## src/rtl/pid_engine_mc_pkg.sv

```systemverilog
// Shared types and saturating arithmetic for the multi-channel PID engine.
//   pid_state_t : engine sequencer states (also exported for debug)
//   smax/smin   : signed range limits for a given width
//   sat/sat_add/sat_sub : clamp to the signed range of width w, never wrap
package pid_engine_mc_pkg;

  typedef enum logic [2:0] {
    S_IDLE,
    S_ERR,
    S_INTEG,
    S_DIFF,
    S_MUL_P,
    S_MUL_I,
    S_MUL_D
  } pid_state_t;

  function automatic logic signed [63:0] smax(input int w);
    return (64'sd1 <<< (w - 1)) - 64'sd1;
  endfunction

  function automatic logic signed [63:0] smin(input int w);
    return -(64'sd1 <<< (w - 1));
  endfunction

  // Operands are sign-extended into 64 bits, so the exact result is formed
  // first and then clamped; this is equivalent to the operand-MSB overflow rule.
  function automatic logic signed [63:0] sat(input logic signed [63:0] v, input int w);
    if (v > smax(w)) return smax(w);
    if (v < smin(w)) return smin(w);
    return v;
  endfunction

  function automatic logic signed [63:0] sat_add(input logic signed [63:0] a,
                                                 input logic signed [63:0] b,
                                                 input int w);
    return sat(a + b, w);
  endfunction

  function automatic logic signed [63:0] sat_sub(input logic signed [63:0] a,
                                                 input logic signed [63:0] b,
                                                 input int w);
    return sat(a - b, w);
  endfunction

endpackage

```

## src/rtl/pid_engine_mc_if.sv

```systemverilog
// Request/result bundle of the PID engine.
//   Handshake: a request transfers on the rising clk edge where
//   start_vld & start_rdy are both high; the master holds its fields stable
//   while start_vld is high and the engine samples them only on that edge.
//   duty_vld is a one-cycle pulse with no back-pressure; duty/duty_ch hold
//   until the next result.
//   master : request source (drives start_vld, ch, xmeas, xset, gains, clr_int)
//   slave  : the engine (drives start_rdy, busy, duty, duty_vld, duty_ch)
interface pid_engine_mc_if #(
  parameter int W   = 14,
  parameter int CHW = 1
);
  logic                start_vld;
  logic                start_rdy;
  logic [CHW-1:0]      ch;
  logic signed [W-1:0] xmeas;
  logic signed [W-1:0] xset;
  logic signed [W-1:0] kp;
  logic signed [W-1:0] ki;
  logic signed [W-1:0] kd;
  logic                clr_int;
  logic signed [W-1:0] duty;
  logic                duty_vld;
  logic [CHW-1:0]      duty_ch;
  logic                busy;

  modport master (
    output start_vld, ch, xmeas, xset, kp, ki, kd, clr_int,
    input  start_rdy, busy, duty, duty_vld, duty_ch
  );

  modport slave (
    input  start_vld, ch, xmeas, xset, kp, ki, kd, clr_int,
    output start_rdy, busy, duty, duty_vld, duty_ch
  );
endinterface

```

## src/rtl/pid_engine_mc_booth.sv

```systemverilog
// Sequential radix-2 Booth multiplier, one partial product per clock.
//   clk, rst : clock, synchronous active-high reset
//   start    : load operands (multiplicand is latched internally)
//   mcand    : signed multiplicand (W bits)
//   mplier   : signed multiplier (W bits)
//   product  : signed 2W-bit product, valid while done is high
//   done     : high in the W-th cycle after start; product is the result of
//              the step taken on the next edge, so the caller consumes it on
//              that same edge
module pid_engine_mc_booth #(
  parameter int W = 14
) (
  input  logic                  clk,
  input  logic                  rst,
  input  logic                  start,
  input  logic signed [W-1:0]   mcand,
  input  logic signed [W-1:0]   mplier,
  output logic signed [2*W-1:0] product,
  output logic                  done
);
  localparam int CW = $clog2(W + 1);

  // p = {upper accumulator (W+1 bits), multiplier (W bits), q-1}
  logic [2*W+1:0]      p;
  logic [2*W+1:0]      p_next;
  logic signed [W-1:0] m_r;
  logic [CW-1:0]       cnt;
  logic                run;
  logic signed [W:0]   upper;
  logic signed [W:0]   upper_n;
  logic signed [W:0]   m_ext;

  always_comb begin
    upper   = p[2*W+1:W+1];
    m_ext   = {m_r[W-1], m_r};
    upper_n = upper;
    case (p[1:0])
      2'b01:   upper_n = upper + m_ext;
      2'b10:   upper_n = upper - m_ext;
      default: upper_n = upper;
    endcase
    // arithmetic shift right of {upper_n, multiplier, q-1}
    p_next = {upper_n[W], upper_n, p[W:1]};
  end

  assign product = p_next[2*W:1];
  assign done    = run && (cnt == CW'(W - 1));

  always_ff @(posedge clk) begin
    if (rst) begin
      p   <= '0;
      m_r <= '0;
      cnt <= '0;
      run <= 1'b0;
    end else if (start) begin
      p   <= {{(W + 1){1'b0}}, mplier, 1'b0};
      m_r <= mcand;
      cnt <= '0;
      run <= 1'b1;
    end else if (run) begin
      p   <= p_next;
      cnt <= cnt + CW'(1);
      if (done) run <= 1'b0;
    end
  end
endmodule

```

## src/rtl/pid_engine_mc.sv

```systemverilog
// Self-sequenced multi-channel PID engine. One request yields one saturated
// duty word 3W+3 edges after the accept edge. Integrator and previous-error
// state is kept per channel; the three gain products share one Booth unit.
//   clk, rst  : clock, synchronous active-high reset
//   bus       : request/result bundle (slave side)
//   dbg_state : current sequencer state
module pid_engine_mc
  import pid_engine_mc_pkg::*;
#(
  parameter int W    = 14,
  parameter int FRAC = 12,
  parameter int NCH  = 2,
  localparam int CHW = (NCH > 1) ? $clog2(NCH) : 1
) (
  input  logic             clk,
  input  logic             rst,
  pid_engine_mc_if.slave   bus,
  output pid_state_t       dbg_state
);
  pid_state_t          state;
  logic                rdy_r;
  logic [CHW-1:0]      ch_r;
  logic signed [W-1:0] xmeas_r, xset_r, kp_r, ki_r, kd_r;
  logic                clr_r;
  logic signed [W-1:0] err_r, sum_r, dif_r, acc;
  logic signed [W-1:0] duty_r;
  logic                duty_vld_r;
  logic [CHW-1:0]      duty_ch_r;
  logic signed [W-1:0] sumerr  [NCH];
  logic signed [W-1:0] preverr [NCH];

  logic                  ch_ok;
  logic signed [W-1:0]   sum_cur, prev_cur;
  logic signed [W-1:0]   err_n, sum_n, dif_n, term, acc_n;
  logic                  m_start, m_done;
  logic signed [W-1:0]   m_cand, m_plier;
  logic signed [2*W-1:0] m_prod;

  // Out-of-range channels run the full sequence but never touch the arrays.
  assign ch_ok    = int'(ch_r) < NCH;
  assign sum_cur  = ch_ok ? sumerr[ch_r]  : '0;
  assign prev_cur = ch_ok ? preverr[ch_r] : '0;

  assign err_n = W'(sat_sub(64'(xset_r), 64'(xmeas_r), W));
  assign sum_n = W'(sat_add(clr_r ? 64'sd0 : 64'(sum_cur), 64'(err_r), W));
  assign dif_n = W'(sat_sub(64'(err_r), 64'(prev_cur), W));
  // >>> on the signed product truncates toward minus infinity
  assign term  = W'(sat(64'(m_prod >>> FRAC), W));
  assign acc_n = W'(sat_add(64'(acc), 64'(term), W));

  // The multiplier for the next term is loaded on the edge that finishes
  // the previous one, so each MUL_x state lasts exactly W edges.
  always_comb begin
    m_start = 1'b0;
    m_cand  = kp_r;
    m_plier = err_r;
    case (state)
      S_DIFF:  m_start = 1'b1;
      S_MUL_P: begin m_start = m_done; m_cand = ki_r; m_plier = sum_r; end
      S_MUL_I: begin m_start = m_done; m_cand = kd_r; m_plier = dif_r; end
      default: m_start = 1'b0;
    endcase
  end

  pid_engine_mc_booth #(.W(W)) u_booth (
    .clk     (clk),
    .rst     (rst),
    .start   (m_start),
    .mcand   (m_cand),
    .mplier  (m_plier),
    .product (m_prod),
    .done    (m_done)
  );

  always_ff @(posedge clk) begin
    duty_vld_r <= 1'b0;
    if (rst) begin
      state     <= S_IDLE;
      rdy_r     <= 1'b1;
      ch_r      <= '0;
      xmeas_r   <= '0;
      xset_r    <= '0;
      kp_r      <= '0;
      ki_r      <= '0;
      kd_r      <= '0;
      clr_r     <= 1'b0;
      err_r     <= '0;
      sum_r     <= '0;
      dif_r     <= '0;
      acc       <= '0;
      duty_r    <= '0;
      duty_ch_r <= '0;
      for (int i = 0; i < NCH; i++) begin
        sumerr[i]  <= '0;
        preverr[i] <= '0;
      end
    end else begin
      case (state)
        S_IDLE: begin
          if (bus.start_vld && rdy_r) begin
            ch_r    <= bus.ch;
            xmeas_r <= bus.xmeas;
            xset_r  <= bus.xset;
            kp_r    <= bus.kp;
            ki_r    <= bus.ki;
            kd_r    <= bus.kd;
            clr_r   <= bus.clr_int;
            acc     <= '0;
            rdy_r   <= 1'b0;
            state   <= S_ERR;
          end
        end
        S_ERR: begin
          err_r <= err_n;
          state <= S_INTEG;
        end
        S_INTEG: begin
          sum_r <= sum_n;
          if (ch_ok) sumerr[ch_r] <= sum_n;
          state <= S_DIFF;
        end
        S_DIFF: begin
          dif_r <= dif_n;
          if (ch_ok) preverr[ch_r] <= err_r;
          state <= S_MUL_P;
        end
        S_MUL_P: if (m_done) begin acc <= acc_n; state <= S_MUL_I; end
        S_MUL_I: if (m_done) begin acc <= acc_n; state <= S_MUL_D; end
        S_MUL_D: begin
          if (m_done) begin
            duty_r     <= ch_ok ? acc_n : '0;
            duty_ch_r  <= ch_r;
            duty_vld_r <= 1'b1;
            rdy_r      <= 1'b1;
            state      <= S_IDLE;
          end
        end
        default: state <= S_IDLE;
      endcase
    end
  end

  assign bus.start_rdy = rdy_r;
  assign bus.busy      = ~rdy_r;
  assign bus.duty      = duty_r;
  assign bus.duty_vld  = duty_vld_r;
  assign bus.duty_ch   = duty_ch_r;
  assign dbg_state     = state;
endmodule
```

## src/flat_wrapper.sv

```systemverilog
// flat-port wrapper written by rule: the top's interface ports become plain ports
module pid_engine_mc_flat import pid_engine_mc_pkg::*;
#(
  parameter int W    = 14,
  parameter int FRAC = 12,
  parameter int NCH  = 2,
  localparam int CHW = (NCH > 1) ? $clog2(NCH) : 1
)
  (clk, rst, dbg_state, bus_start_vld, bus_ch, bus_xmeas, bus_xset, bus_kp, bus_ki, bus_kd, bus_clr_int, bus_start_rdy, bus_busy, bus_duty, bus_duty_vld, bus_duty_ch);
  pid_engine_mc_if #(.W(W)) bus_i ();
  input  logic clk;
  input  logic rst;
  output pid_state_t dbg_state;
  input wire logic [$bits(bus_i.start_vld)-1:0] bus_start_vld;
  input wire logic [$bits(bus_i.ch)-1:0] bus_ch;
  input wire logic [$bits(bus_i.xmeas)-1:0] bus_xmeas;
  input wire logic [$bits(bus_i.xset)-1:0] bus_xset;
  input wire logic [$bits(bus_i.kp)-1:0] bus_kp;
  input wire logic [$bits(bus_i.ki)-1:0] bus_ki;
  input wire logic [$bits(bus_i.kd)-1:0] bus_kd;
  input wire logic [$bits(bus_i.clr_int)-1:0] bus_clr_int;
  output wire logic [$bits(bus_i.start_rdy)-1:0] bus_start_rdy;
  output wire logic [$bits(bus_i.busy)-1:0] bus_busy;
  output wire logic [$bits(bus_i.duty)-1:0] bus_duty;
  output wire logic [$bits(bus_i.duty_vld)-1:0] bus_duty_vld;
  output wire logic [$bits(bus_i.duty_ch)-1:0] bus_duty_ch;
  assign bus_i.start_vld = bus_start_vld;
  assign bus_i.ch = bus_ch;
  assign bus_i.xmeas = bus_xmeas;
  assign bus_i.xset = bus_xset;
  assign bus_i.kp = bus_kp;
  assign bus_i.ki = bus_ki;
  assign bus_i.kd = bus_kd;
  assign bus_i.clr_int = bus_clr_int;
  assign bus_start_rdy = bus_i.start_rdy;
  assign bus_busy = bus_i.busy;
  assign bus_duty = bus_i.duty;
  assign bus_duty_vld = bus_i.duty_vld;
  assign bus_duty_ch = bus_i.duty_ch;
  pid_engine_mc #(.W(W), .FRAC(FRAC), .NCH(NCH)) u_core (.clk(clk), .rst(rst), .bus(bus_i), .dbg_state(dbg_state));
endmodule
```

## config.mk

```make
export PLATFORM = sky130hd
export DESIGN_NAME = pid_engine_mc_flat
export DESIGN_NICKNAME = d
export VERILOG_FILES = /design/src/rtl/pid_engine_mc_pkg.sv /design/src/rtl/pid_engine_mc_if.sv /design/src/rtl/pid_engine_mc_booth.sv /design/src/rtl/pid_engine_mc.sv /design/src/flat_wrapper.sv
export SDC_FILE = /design/constraint.sdc
export NUM_CORES = 1
export LEC_CHECK = 0
export ABC_AREA = 1
export BUFFER_PORTS_ARGS = -buffer_cell sky130_fd_sc_hd__buf_2
export CAP_MARGIN = 20
export CORE_ASPECT_RATIO = 1.75
export CORE_MARGIN = 2
export CORE_UTILIZATION = 30
export CTS_BUF_LIST = sky130_fd_sc_hd__clkbuf_2 sky130_fd_sc_hd__clkbuf_4 sky130_fd_sc_hd__clkbuf_8
export CTS_CLUSTER_DIAMETER = 50
export CTS_CLUSTER_SIZE = 20
export DETAILED_ROUTE_END_ITERATION = 8
export PLACE_DENSITY = 0.46
export SKIP_CTS_REPAIR_TIMING = 1
export SYNTH_ARGS = -nofsm -noshare
export SYNTH_HDL_FRONTEND = slang
export SYNTH_SLANG_ARGS = --single-unit
```

## constraint.sdc

```tcl
create_clock -name clk -period 15.5 [get_ports clk]
set_input_delay 0 -clock clk [delete_from_list [all_inputs] [get_ports clk]]
set_output_delay 0 -clock clk [all_outputs]
set_load 0.05 [all_outputs]
```

==> results.md <==
- Delay-heaviest family, CP: simple AND/OR/NAND/NOR gates
- Area delta synth->final: 15.13%
- Cell variety after synth: 54
- Global-route wire length before repair: 75,080 µm
- Status: completed
- Largest regs: u_core.u_booth.p (29), u_core.preverr (28), u_core.sumerr (28)
- Clk Tree Root Cell: clkbuf_8
- Initial antenna violation count: 1
- Arr. time, crit path: 6.10 ns
- DIE WIDTH: 174.9 µm
- GRT Total Usage: 17.89%
- Biggest register: u_core.u_booth.p
- Period Utilization, post-route: 36.64%
- Power per cell area: 205.6 nW/µm²
- Setup crit start kind: register
- DRT Wirelength: 47,740 µm
- Syn. warnings: 0
- I/O pin total: 96
- Setup TNS: 0 ns
- Total Nets Final: 2,420
- RSZ-0062 raised after global routing: no
- Post-detail-place hpwl: 36,610 µm
- Longest Clk Path Bufs: 3
- First drt pass iteration count: 5
- Grt total ovfl: 0
- Post-Syn Area: 15,340 µm²
- Die Ht: 303.1 µm
- Post-layout min period: 5.679 ns
- Worst setup EP type: register
- Via density: 4.772
- Core ar.: 50,460 µm²
- Worst EP required: 15.92 ns
- Endpoints failing hold: 0
- Vias: 13,960
- Class of the worst hold path: input pin to register
- Leak: 7.982 nW
- Syn avg cell area: 7.222 µm²
- Crit path kind: register to register
- Final setup violation count: 0
- EDFF count, synth: 56
- Critical Path Most Common Cell: nand2_1
- #FFs+latches synth: 253
- Cells after Synth: 2,124
- Clock slew at reported path FFs: 0.13 ns
- Slew Limit Headroom: 40.59%
- Number of global-route vias before repair: 13,760
- Max Freq: 176.1 MHz
- Max Fanout on Critical Path: 15
- Syn Nets: 2,301
- Largest net degree at the start of global routing: 102
- Max-slew violation count: 0
- Fillcell total: 5,537
- Max IR drop VDD: 82.67 µV
- Die area: 53,030 µm²
- Ratio of cells with drive above 1 in the final layout: 9.163%
- CTS Buf Count: 22
- CTS tree: done
- WL per Instance: 16.32 µm
- Worst-Margin Slew: 0.8879 ns
- Crit-path max cell delay: 0.46 ns
- Fraction of registers with async set/reset: 0%
- Clock sink count: 253
- Critical path's slowest cell: o21bai_2
- Layout Skew: 0.03101 ns
- Crit path buf inv count: 1
- Max_cap viols: 0
- Routability cong.: 0.9344
- Max reg flops: 29
- Initial Util: 30.40%
- IO buf count: 95
- Detailed-route DRC error count: 0
- Design Power: 0.003631 W
- Post-synthesis sequential area ratio: 36.67%
- Row cnt: 109
- Post-DRT Antenna Nets: 0
- Ys flop type: dfxtp_1
- Clk_lat worst skew: 0.59 ns
- H-tree depth: 1
- 1st-iter DRT viols: 711
where the power goes:
part           leakage [nW]  switching (W)  total (W)  internal [W]
sequential             2.19      0.0000864   0.000905      0.000819
clock                 0.267       0.000275   0.000459      0.000184
combinational          5.53        0.00152    0.00227      0.000742
metal layers:
layer	up-vias	GRT usage, %	wire [µm]
met5	-	0	0
met4	0	7.996	2168
met3	93	1.737	1381
met2	263	34.90	25410
met1	6407	19.32	18780
li1	7199	-	-
cells by family (layout without fill, tap and decap cells):
kind of cell,Yosys count,in the layout,share of synthesized area [%]
AND/OR/NAND/NOR,787,787,21.84
other,0,1,0
buffers and inverters,399,534,10.16
flip-flops,253,253,36.67
multiplexers,13,13,0.8483
AO/OA/AOI/OAI,530,530,18.56
adder cells (fa/ha/maj),102,102,9.641
XOR/XNOR,40,40,2.284
layout by cell type, fill, tap and decap left out, types with 24 or more instances in the layout:
| cell type | synthesis | final |
|---|---|---|
| dfxtp_1 | 197 | 197 |
| inv_1 | 299 | 298 |
| nand3_1 | 105 | 104 |
| a21oi_1 | 255 | 255 |
| buf_2 | 15 | 95 |
| xor2_1 | 27 | 27 |
| clkbuf_8 | 0 | 24 |
| fa_1 | 27 | 27 |
| o21ai_0 | 197 | 197 |
| dlygate4sd3_1 | 0 | 73 |
| ha_1 | 75 | 75 |
| edfxtp_1 | 56 | 56 |
| nand2_1 | 389 | 389 |
| nor2_1 | 203 | 201 |
area by class of cell:
cell class | count | area (µm²) | area share (%)
multi-input combinational | 1472 | 8179 | 46.31
tap | 666 | 833.3 | 4.718
antenna | 1 | 2.502 | 0.01417
sequential | 253 | 5625 | 31.85
clock buffer | 26 | 345.3 | 1.955
inverter | 311 | 1171 | 6.631
clock inverter | 14 | 185.2 | 1.049
timing repair buffer | 183 | 1319 | 7.467
synth_stat cells, types with 5 or more instances:
library cell,count,share of area [%]
nand2_1,389,9.5
inv_1,299,7.3
a21oi_1,255,8.3
nor2_1,203,5.0
dfxtp_1,197,26
o21ai_0,197,6.4
nand3_1,105,3.4
ha_1,75,6.1
clkbuf_1,65,1.6
edfxtp_1,56,11
fa_1,27,3.5
xor2_1,27,1.5
nand4_1,22,0.90
nor3_1,18,0.59
o22ai_1,16,0.65
buf_2,15,0.49
or2_2,14,0.57
mux2i_1,13,0.85
xnor2_1,13,0.74
inv_2,10,0.24
a31oi_1,9,0.37
nand3_2,8,0.52
o21a_1,7,0.34
o21bai_1,7,0.34
nand3b_1,6,0.29
a21o_1,5,0.24
nor2_2,5,0.20
o21ai_1,5,0.16
o221ai_1,5,0.29
worst min-delay path, delay by kind of cell:
family	cells	cell delay [ns]
buffers and inverters	2	0.39
and+or+nand+nor	1	0.16
stage by stage:
step / setup slack [ns] / hold WS (ns) / std cells / area [µm²] / util [%]
floorplan: 9.225 / 0.1933 / 2124 / 15340 / -
global placement: 9.879 / 0.2838 / 2812 / 16400 / 32.49
detailed placement: 9.830 / 0.2851 / 2812 / 16400 / 32.49
CTS: 9.828 / -0.3616 / 2852 / 16930 / 33.55
global route: 9.098 / 0.03372 / 2926 / 17660 / 35.00
finish: 9.822 / 0.02510 / 2926 / 17660 / 35.00
worst paths after layout:
path	start	endpoint	slack, ns	cells after the start
worst min-delay path	rst	u_core.bus.duty_vld	0.03	3
worst max register to register	u_core.u_booth.m_r[0]	u_core.acc[11]	9.82	31
worst max-delay path	u_core.u_booth.m_r[0]	u_core.acc[11]	9.82	31
worst min register to register	u_core.kp_r[8]	u_core.kp_r[8]	0.45	2
Power figures use the tool's default switching activity.
